File: src/rtl/ad_pkg.sv
// Shared definitions for the sequential divider: FSM state encoding and default width.
package ad_pkg;

    localparam int DEFAULT_N = 8;

    typedef enum logic [1:0] {
        ST_IDLE = 2'd0,
        ST_PREP = 2'd1,
        ST_DIV  = 2'd2,
        ST_FIX  = 2'd3
    } state_t;

endpackage

File: src/rtl/ad_cond_negate.sv
// Combinational conditional two's-complement negation: Out = Flip ? -In : In.
module ad_cond_negate #(
    parameter int N = 8
) (
    input  logic [N-1:0] In,
    input  logic         Flip,
    output logic [N-1:0] Out
);

    assign Out = Flip ? (~In + N'(1)) : In;

endmodule

File: src/rtl/ad_seq_signed_divider.sv
// Iterative restoring divider, one quotient bit per cycle, signed or unsigned per operation.
// Handshake: Start is accepted only in IDLE; Busy covers the op, Done pulses one cycle with results.
module ad_seq_signed_divider
    import ad_pkg::*;
#(
    parameter int N = DEFAULT_N
) (
    input  logic         clk,
    input  logic         reset,
    input  logic         Start,
    input  logic         Signed,
    input  logic [N-1:0] Dividend,
    input  logic [N-1:0] Divisor,
    output logic         Busy,
    output logic         Done,
    output logic [N-1:0] Quotient,
    output logic [N-1:0] Remainder,
    output logic         DivZero,
    output logic         Overflow,
    output logic [1:0]   dbg_state
);

    localparam int               CNT_W    = $clog2(N + 1);
    localparam logic [CNT_W-1:0] CNT_LAST = CNT_W'(N - 1);
    localparam logic [N-1:0]     SMIN     = {1'b1, {(N-1){1'b0}}};

    state_t           state;
    logic [CNT_W-1:0] cnt;
    logic [N-1:0]     dividend_l;
    logic [N-1:0]     divisor_l;
    logic             signed_l;
    logic             dvd_neg;
    logic             dvs_neg;
    logic [N-1:0]     dvs_mag;
    logic [N-1:0]     quo;
    logic [N-1:0]     rem;

    logic             in_prep;
    logic [N-1:0]     neg_a_in;
    logic [N-1:0]     neg_b_in;
    logic             neg_a_flip;
    logic             neg_b_flip;
    logic [N-1:0]     neg_a_out;
    logic [N-1:0]     neg_b_out;
    logic [N:0]       rem_sh;
    logic [N-1:0]     trial;
    logic             fits;
    logic             div_zero;
    logic             min_over;

    // Two negators shared between PREP (operand magnitudes) and FIX (result sign correction).
    always_comb begin
        in_prep    = (state == ST_PREP);
        neg_a_in   = in_prep ? dividend_l : quo;
        neg_a_flip = signed_l & (in_prep ? dvd_neg : (dvd_neg ^ dvs_neg));
        neg_b_in   = in_prep ? divisor_l : rem;
        neg_b_flip = signed_l & (in_prep ? dvs_neg : dvd_neg);
    end

    ad_cond_negate #(.N(N)) u_neg_a (
        .In   (neg_a_in),
        .Flip (neg_a_flip),
        .Out  (neg_a_out)
    );

    ad_cond_negate #(.N(N)) u_neg_b (
        .In   (neg_b_in),
        .Flip (neg_b_flip),
        .Out  (neg_b_out)
    );

    // Partial remainder stays below |Divisor|, so N bits suffice; the shifted value needs N+1.
    always_comb begin
        rem_sh   = {rem, quo[N-1]};
        fits     = (rem_sh >= {1'b0, dvs_mag});
        trial    = rem_sh[N-1:0] - dvs_mag;
        div_zero = (divisor_l == '0);
        min_over = signed_l && (dividend_l == SMIN) && (divisor_l == '1);
    end

    assign dbg_state = state;

    always_ff @(posedge clk) begin
        if (reset) begin
            state      <= ST_IDLE;
            cnt        <= '0;
            dividend_l <= '0;
            divisor_l  <= '0;
            signed_l   <= 1'b0;
            dvd_neg    <= 1'b0;
            dvs_neg    <= 1'b0;
            dvs_mag    <= '0;
            quo        <= '0;
            rem        <= '0;
            Busy       <= 1'b0;
            Done       <= 1'b0;
            Quotient   <= '0;
            Remainder  <= '0;
            DivZero    <= 1'b0;
            Overflow   <= 1'b0;
        end else begin
            case (state)
                ST_IDLE: begin
                    Done <= 1'b0;
                    if (Start) begin
                        dividend_l <= Dividend;
                        divisor_l  <= Divisor;
                        signed_l   <= Signed;
                        dvd_neg    <= Dividend[N-1];
                        dvs_neg    <= Divisor[N-1];
                        DivZero    <= 1'b0;
                        Overflow   <= 1'b0;
                        Busy       <= 1'b1;
                        state      <= ST_PREP;
                    end
                end
                ST_PREP: begin
                    quo     <= neg_a_out;
                    dvs_mag <= neg_b_out;
                    rem     <= '0;
                    cnt     <= CNT_LAST;
                    state   <= ST_DIV;
                end
                ST_DIV: begin
                    quo <= {quo[N-2:0], fits};
                    rem <= fits ? trial : rem_sh[N-1:0];
                    if (cnt == '0) begin
                        state <= ST_FIX;
                    end else begin
                        cnt <= cnt - CNT_W'(1);
                    end
                end
                ST_FIX: begin
                    if (div_zero) begin
                        Quotient  <= '1;
                        Remainder <= dividend_l;
                        DivZero   <= 1'b1;
                    end else if (min_over) begin
                        Quotient  <= SMIN;
                        Remainder <= '0;
                        Overflow  <= 1'b1;
                    end else begin
                        Quotient  <= neg_a_out;
                        Remainder <= neg_b_out;
                    end
                    Done  <= 1'b1;
                    Busy  <= 1'b0;
                    state <= ST_IDLE;
                end
                default: state <= ST_IDLE;
            endcase
        end
    end

endmodule

File: config.mk
export PLATFORM = sky130hd
export DESIGN_NAME = ad_seq_signed_divider
export DESIGN_NICKNAME = d
export VERILOG_FILES = /design/src/rtl/ad_pkg.sv /design/src/rtl/ad_cond_negate.sv /design/src/rtl/ad_seq_signed_divider.sv
export SDC_FILE = /design/constraint.sdc
export NUM_CORES = 1
export LEC_CHECK = 0
export CAP_MARGIN = 20
export CORE_MARGIN = 2
export CORE_UTILIZATION = 49
export CTS_CLUSTER_SIZE = 40
export DETAILED_ROUTE_END_ITERATION = 6
export PLACE_DENSITY = 0.71
export REMOVE_ABC_BUFFERS = 1
export SLEW_MARGIN = 20
export SYNTH_ARGS = -nofsm -noshare
export SYNTH_HDL_FRONTEND = slang
export SYNTH_SLANG_ARGS = --single-unit
export TNS_END_PERCENT = 1
File: constraint.sdc
create_clock -name clk -period 5.92 [get_ports clk]
set_input_delay 1.184 -clock clk [delete_from_list [all_inputs] [get_ports clk]]
set_output_delay 1.184 -clock clk [all_outputs]
set_load 0.005 [all_outputs]
==> impl.org <==
** Pwr
- Peak supply drop :: 0.230 mV
- Power density over the cells :: 471 mW/mm2
- The completed layout was analyzed and its total power is 2.11 mW.
- For this design the static power due to leakage is 1.54 nW.

** Synth
- Number of warnings issued by yosys :: 0
- After synthesis, the largest family of logic cells by area is simple AND/OR/NAND/NOR gates.
- After synthesis, the most frequently instantiated cells are 67 x sky130_fd_sc_hd__dfxtp_1, 66 x sky130_fd_sc_hd__nor2_1, 63 x sky130_fd_sc_hd__nand2_1, 42 x sky130_fd_sc_hd__a21oi_1, 24 x sky130_fd_sc_hd__mux2i_1.
- Yosys attributes the largest share of cell area to sky130_fd_sc_hd__dfxtp_1 35%, sky130_fd_sc_hd__nor2_1 6.4%, sky130_fd_sc_hd__mux2i_1 6.2%.
- Count leader, synth :: sky130_fd_sc_hd__dfxtp_1
- Netlist Area Pre-Place :: 0.00385 mm2
- Among all flip-flop cells after synthesis, the most frequent one is sky130_fd_sc_hd__dfxtp_1.
- Area fraction of the dominant cell type after synthesis :: 0.349
- In this run, synthesis inferred 0 flip-flops with an integrated enable.
- Counting flops and latches in the post-synthesis netlist gives 67.
- Synthesis handed over a netlist of 492 instances.
- Of the total synthesized cell area, the portion taken by AND, OR, NAND and NOR gates is 0.225.
- Complex-gate fraction of the synthesized area :: 0.217
- XOR/XNOR Fraction of Synth Area :: 0.0387
- Summed over all instances, the cell type with the most area after synthesis is sky130_fd_sc_hd__dfxtp_1.
- A synthesized cell averages 7.82 um2.
- Asr flop ratio synth :: 0
- Adder and majority cell fraction of the synthesized area :: 0.0540
- Of the post-synthesis cell area, the part taken by muxes is 0.0683.
- Yosys cell types :: 54
- For this run, the register share of the synthesized area comes to 0.349.

** Placement
- Hpwl dp :: 7150 um
- After detailed placement, the design holds a cell count of 608.
- OpenSTA, run right after detailed placement, puts the worst setup slack at 2.61 ns.
- The placed instances occupy a cell area of 0.00428 mm2.
- Routability-driven placement finished with a final weighted congestion of 0.924.
- Port Buf Inserts :: 41

** Worst setup path
- The endpoint identified for the worst register-to-register timing path is Remainder[6]$_SDFFE_PP0P_.
- WP data arrival :: 3.68 ns
- Following the worst setup path forward leads to its endpoint at Remainder[6]$_SDFFE_PP0P_.
- The critical path starts at dbg_state[0]$_SDFFE_PP0P_.
- The critical path is of the reg2reg type.
- Flop-to-flop setup slack :: 2.49 ns
- The worst setup path is launched from a flip-flop.
- The worst register-to-register path begins at dbg_state[0]$_SDFFE_PP0P_.
- At the worst endpoint, the required time is 6.17 ns.
- The number of cells on the worst reg-to-reg path is 9.
- Endpoint kind of the worst setup timing path :: flip-flop
- Along the worst path, the maximum fanout reaches 48.

** Run
- Max-cap check violation count :: 0

** Die
- Chip width :: 92.6 um
- Number of placed I/O pins :: 42
- The die is 92.6 um tall.
- The floorplan step defined a core boundary enclosing 0.00765 mm2.
- The die covers 0.00857 mm2.
- For this configuration, the core starts out at a cell density of 0.503.
- Number of placement rows :: 32

** Final layout
- From synthesis to final layout, the design area changed by 16.6%.
- For this run, the share of the core covered by cells in the final layout is 0.586.
- Antenna cell count :: 0
- Share of post-route cells with drive strength above 1 :: 0.0594
- Cell area after layout :: 0.00448 mm2
- Final cell count without fillers :: 624
- Post-layout net count :: 553

** Clocking
- TritonCTS built the clock tree.
- In this run the post-CTS setup repair buffer count came out at 0.
- In this run the number of H-tree levels came out at 3.
- Once the clock tree was built, the resizer swapped 0 gates to a different size.
- Clock tree buffer depth :: 2
- For this design, the CTS-stage hold fixing added 0 buffers.
- Clock-pin slew reported for the worst setup and hold paths after clock tree synthesis :: 0.08 ns
- The later pin in the worst-skew pair is clocked with a latency of 0.34 ns.
- Total clock sinks :: 67
- Library cell used as clock root buffer :: sky130_fd_sc_hd__clkbuf_8
- CTS Buf Count :: 9

** Timing
- Once routing completed, OpenROAD measured the worst setup slack at 2.49 ns.
- Setup repair after global routing left no endpoint under its margin.
- Tightest slew margin relative to the limit :: 0.344
- Top achievable clock speed :: 291 MHz
- Final critical path time including I/O delays and setup :: 3.43 ns
- Max-slew violation total from the final report :: 0
- Summed over all failing endpoints, the final setup total negative slack is 0 ns.
- Hold timing on the final database bottoms out at a slack of 0.480 ns.
- Share of the cycle needed by the critical path after routing :: 0.580
- Post-route clock skew :: 0.0115 ns
- The hold violation total from the final report was 0.
- For the pin with the worst max-slew slack, the measured transition is 0.984 ns.
- Setup violations remaining at the end of the flow were counted as 0.

** Route
- In the final routed layout, each cell accounts on average for 15.6 um.
- The first detailed-routing pass took 4 iterations.
- Antenna-violating nets left :: 0
- Drt first-iter violations :: 214
- After detailed routing, the number of vias per cell comes to 5.71.
- For this block, the routed nets add up to 9750 um of wire.
- The final route contains 3565 vias.
- Post-detailed-route DRC marker count :: 0

** Global routing
- Across every metal layer, demand over resource in global routing totals 0.235.
- The first global-routing pass estimated 16000 um of wire.
- Number of antenna violations at the first check in global routing :: 0
- Residual overflow from global routing :: 0
- Via count of the first global-routing pass :: 3323
- Entering global routing, the biggest net connects 49 pins.

** Min path
- Class of the tightest hold or removal check :: reg2reg

** Run status
- Run status :: finished, final reports clean
cell usage in the layout (no fill, tap or decap), types with 3 or more instances in the layout:
cell / instances
sky130_fd_sc_hd__dfxtp_1: 67
sky130_fd_sc_hd__nor2_1: 66
sky130_fd_sc_hd__nand2_1: 63
sky130_fd_sc_hd__a21oi_1: 41
sky130_fd_sc_hd__clkdlybuf4s50_1: 40
sky130_fd_sc_hd__mux2i_1: 24
sky130_fd_sc_hd__a211oi_1: 23
sky130_fd_sc_hd__nor3_1: 22
sky130_fd_sc_hd__o21ai_0: 22
sky130_fd_sc_hd__inv_1: 20
sky130_fd_sc_hd__ha_1: 14
sky130_fd_sc_hd__xor2_1: 11
sky130_fd_sc_hd__clkbuf_8: 10
sky130_fd_sc_hd__nor2b_1: 7
sky130_fd_sc_hd__xnor2_1: 6
sky130_fd_sc_hd__a22oi_1: 6
sky130_fd_sc_hd__a31oi_1: 5
sky130_fd_sc_hd__nor3b_1: 4
sky130_fd_sc_hd__a311oi_1: 4
sky130_fd_sc_hd__or2_2: 4
sky130_fd_sc_hd__o22ai_1: 4
sky130_fd_sc_hd__or3_1: 3
sky130_fd_sc_hd__or4_1: 3
sky130_fd_sc_hd__nand3_1: 3
sky130_fd_sc_hd__a32oi_1: 3
sky130_fd_sc_hd__nand4_1: 3
report_power, final:
group | total (mW) | internal, mW | switching, mW | leakage (nW)
combinational | 1.08 | 0.451 | 0.629 | 0.898
clock | 0.378 | 0.206 | 0.173 | 0.0926
sequential | 0.653 | 0.545 | 0.108 | 0.546
how the worst min path moves through the flow:
stage / startpoint / endpoint / slack [ns] / depth (start not counted)
after floorplan: dvs_mag[0]$_SDFFE_PP0P_ / dvs_mag[0]$_SDFFE_PP0P_ / 0.43 / 2
after global placement: Quotient[4]$_SDFFE_PP0P_ / Quotient[4]$_SDFFE_PP0P_ / 0.47 / 2
after detailed placement: Quotient[4]$_SDFFE_PP0P_ / Quotient[4]$_SDFFE_PP0P_ / 0.47 / 2
after CTS: Quotient[4]$_SDFFE_PP0P_ / Quotient[4]$_SDFFE_PP0P_ / 0.48 / 2
after global routing: dvs_mag[2]$_SDFFE_PP0P_ / dvs_mag[2]$_SDFFE_PP0P_ / 0.50 / 2
final: Quotient[4]$_SDFFE_PP0P_ / Quotient[4]$_SDFFE_PP0P_ / 0.48 / 2
final cells by class:
type | instances | area, um2
Clock inverter | 4 | 50.0
Sequential cell | 67 | 1340
Clock buffer | 12 | 145
Tap cell | 102 | 128
Multi-Input combinational cell | 376 | 2320
Fill cell | 728 | 3160
Timing Repair Buffer | 43 | 420
Inverter | 20 | 75.1
sequential cells by signal (all words and copies together) (netlist names):
| register | cells |
|---|---|
| Overflow | 1 |
| Remainder | 8 |
| Busy | 1 |
| rem | 8 |
| Quotient | 8 |
| DivZero | 1 |
| dvs_mag | 8 |
| cnt | 4 |
| quo | 8 |
| dividend_l | 8 |
| dbg_state | 2 |
| signed_l | 1 |
| divisor_l | 8 |
| Done | 1 |
cells by family (layout without fill, tap and decap cells):
| group | Yosys count | count (layout) |
|---|---|---|
| AO/OA/AOI/OAI | 129 | 129 |
| XOR/XNOR | 17 | 17 |
| adder cells (fa/ha/maj) | 16 | 16 |
| buffers and inverters | 49 | 79 |
| flip-flops | 67 | 67 |
| multiplexers | 26 | 26 |
| AND/OR/NAND/NOR | 188 | 188 |
layer usage:
layer / share of wire / wire [um] / GRT usage
met1: 0.47 / 4630 / 0.322
met2: 0.46 / 4490 / 0.375
met3: 0.044 / 430 / 0.0399
met4: 0.020 / 199 / 0.0821
met5: 0 / 0 / 0
worst max-delay path: stages, from the launching register on:
cell	delay, ns
sky130_fd_sc_hd__dfxtp_1	0.41
sky130_fd_sc_hd__ha_2	0.87
sky130_fd_sc_hd__inv_1	0.46
sky130_fd_sc_hd__a21boi_0	0.41
sky130_fd_sc_hd__ha_1	0.23
sky130_fd_sc_hd__o21ai_0	0.11
sky130_fd_sc_hd__o21ai_0	0.33
sky130_fd_sc_hd__xor2_1	0.19
sky130_fd_sc_hd__a22oi_1	0.09
sky130_fd_sc_hd__a211oi_1	0.23
Note: power is estimated with default switching activity, not from simulation.
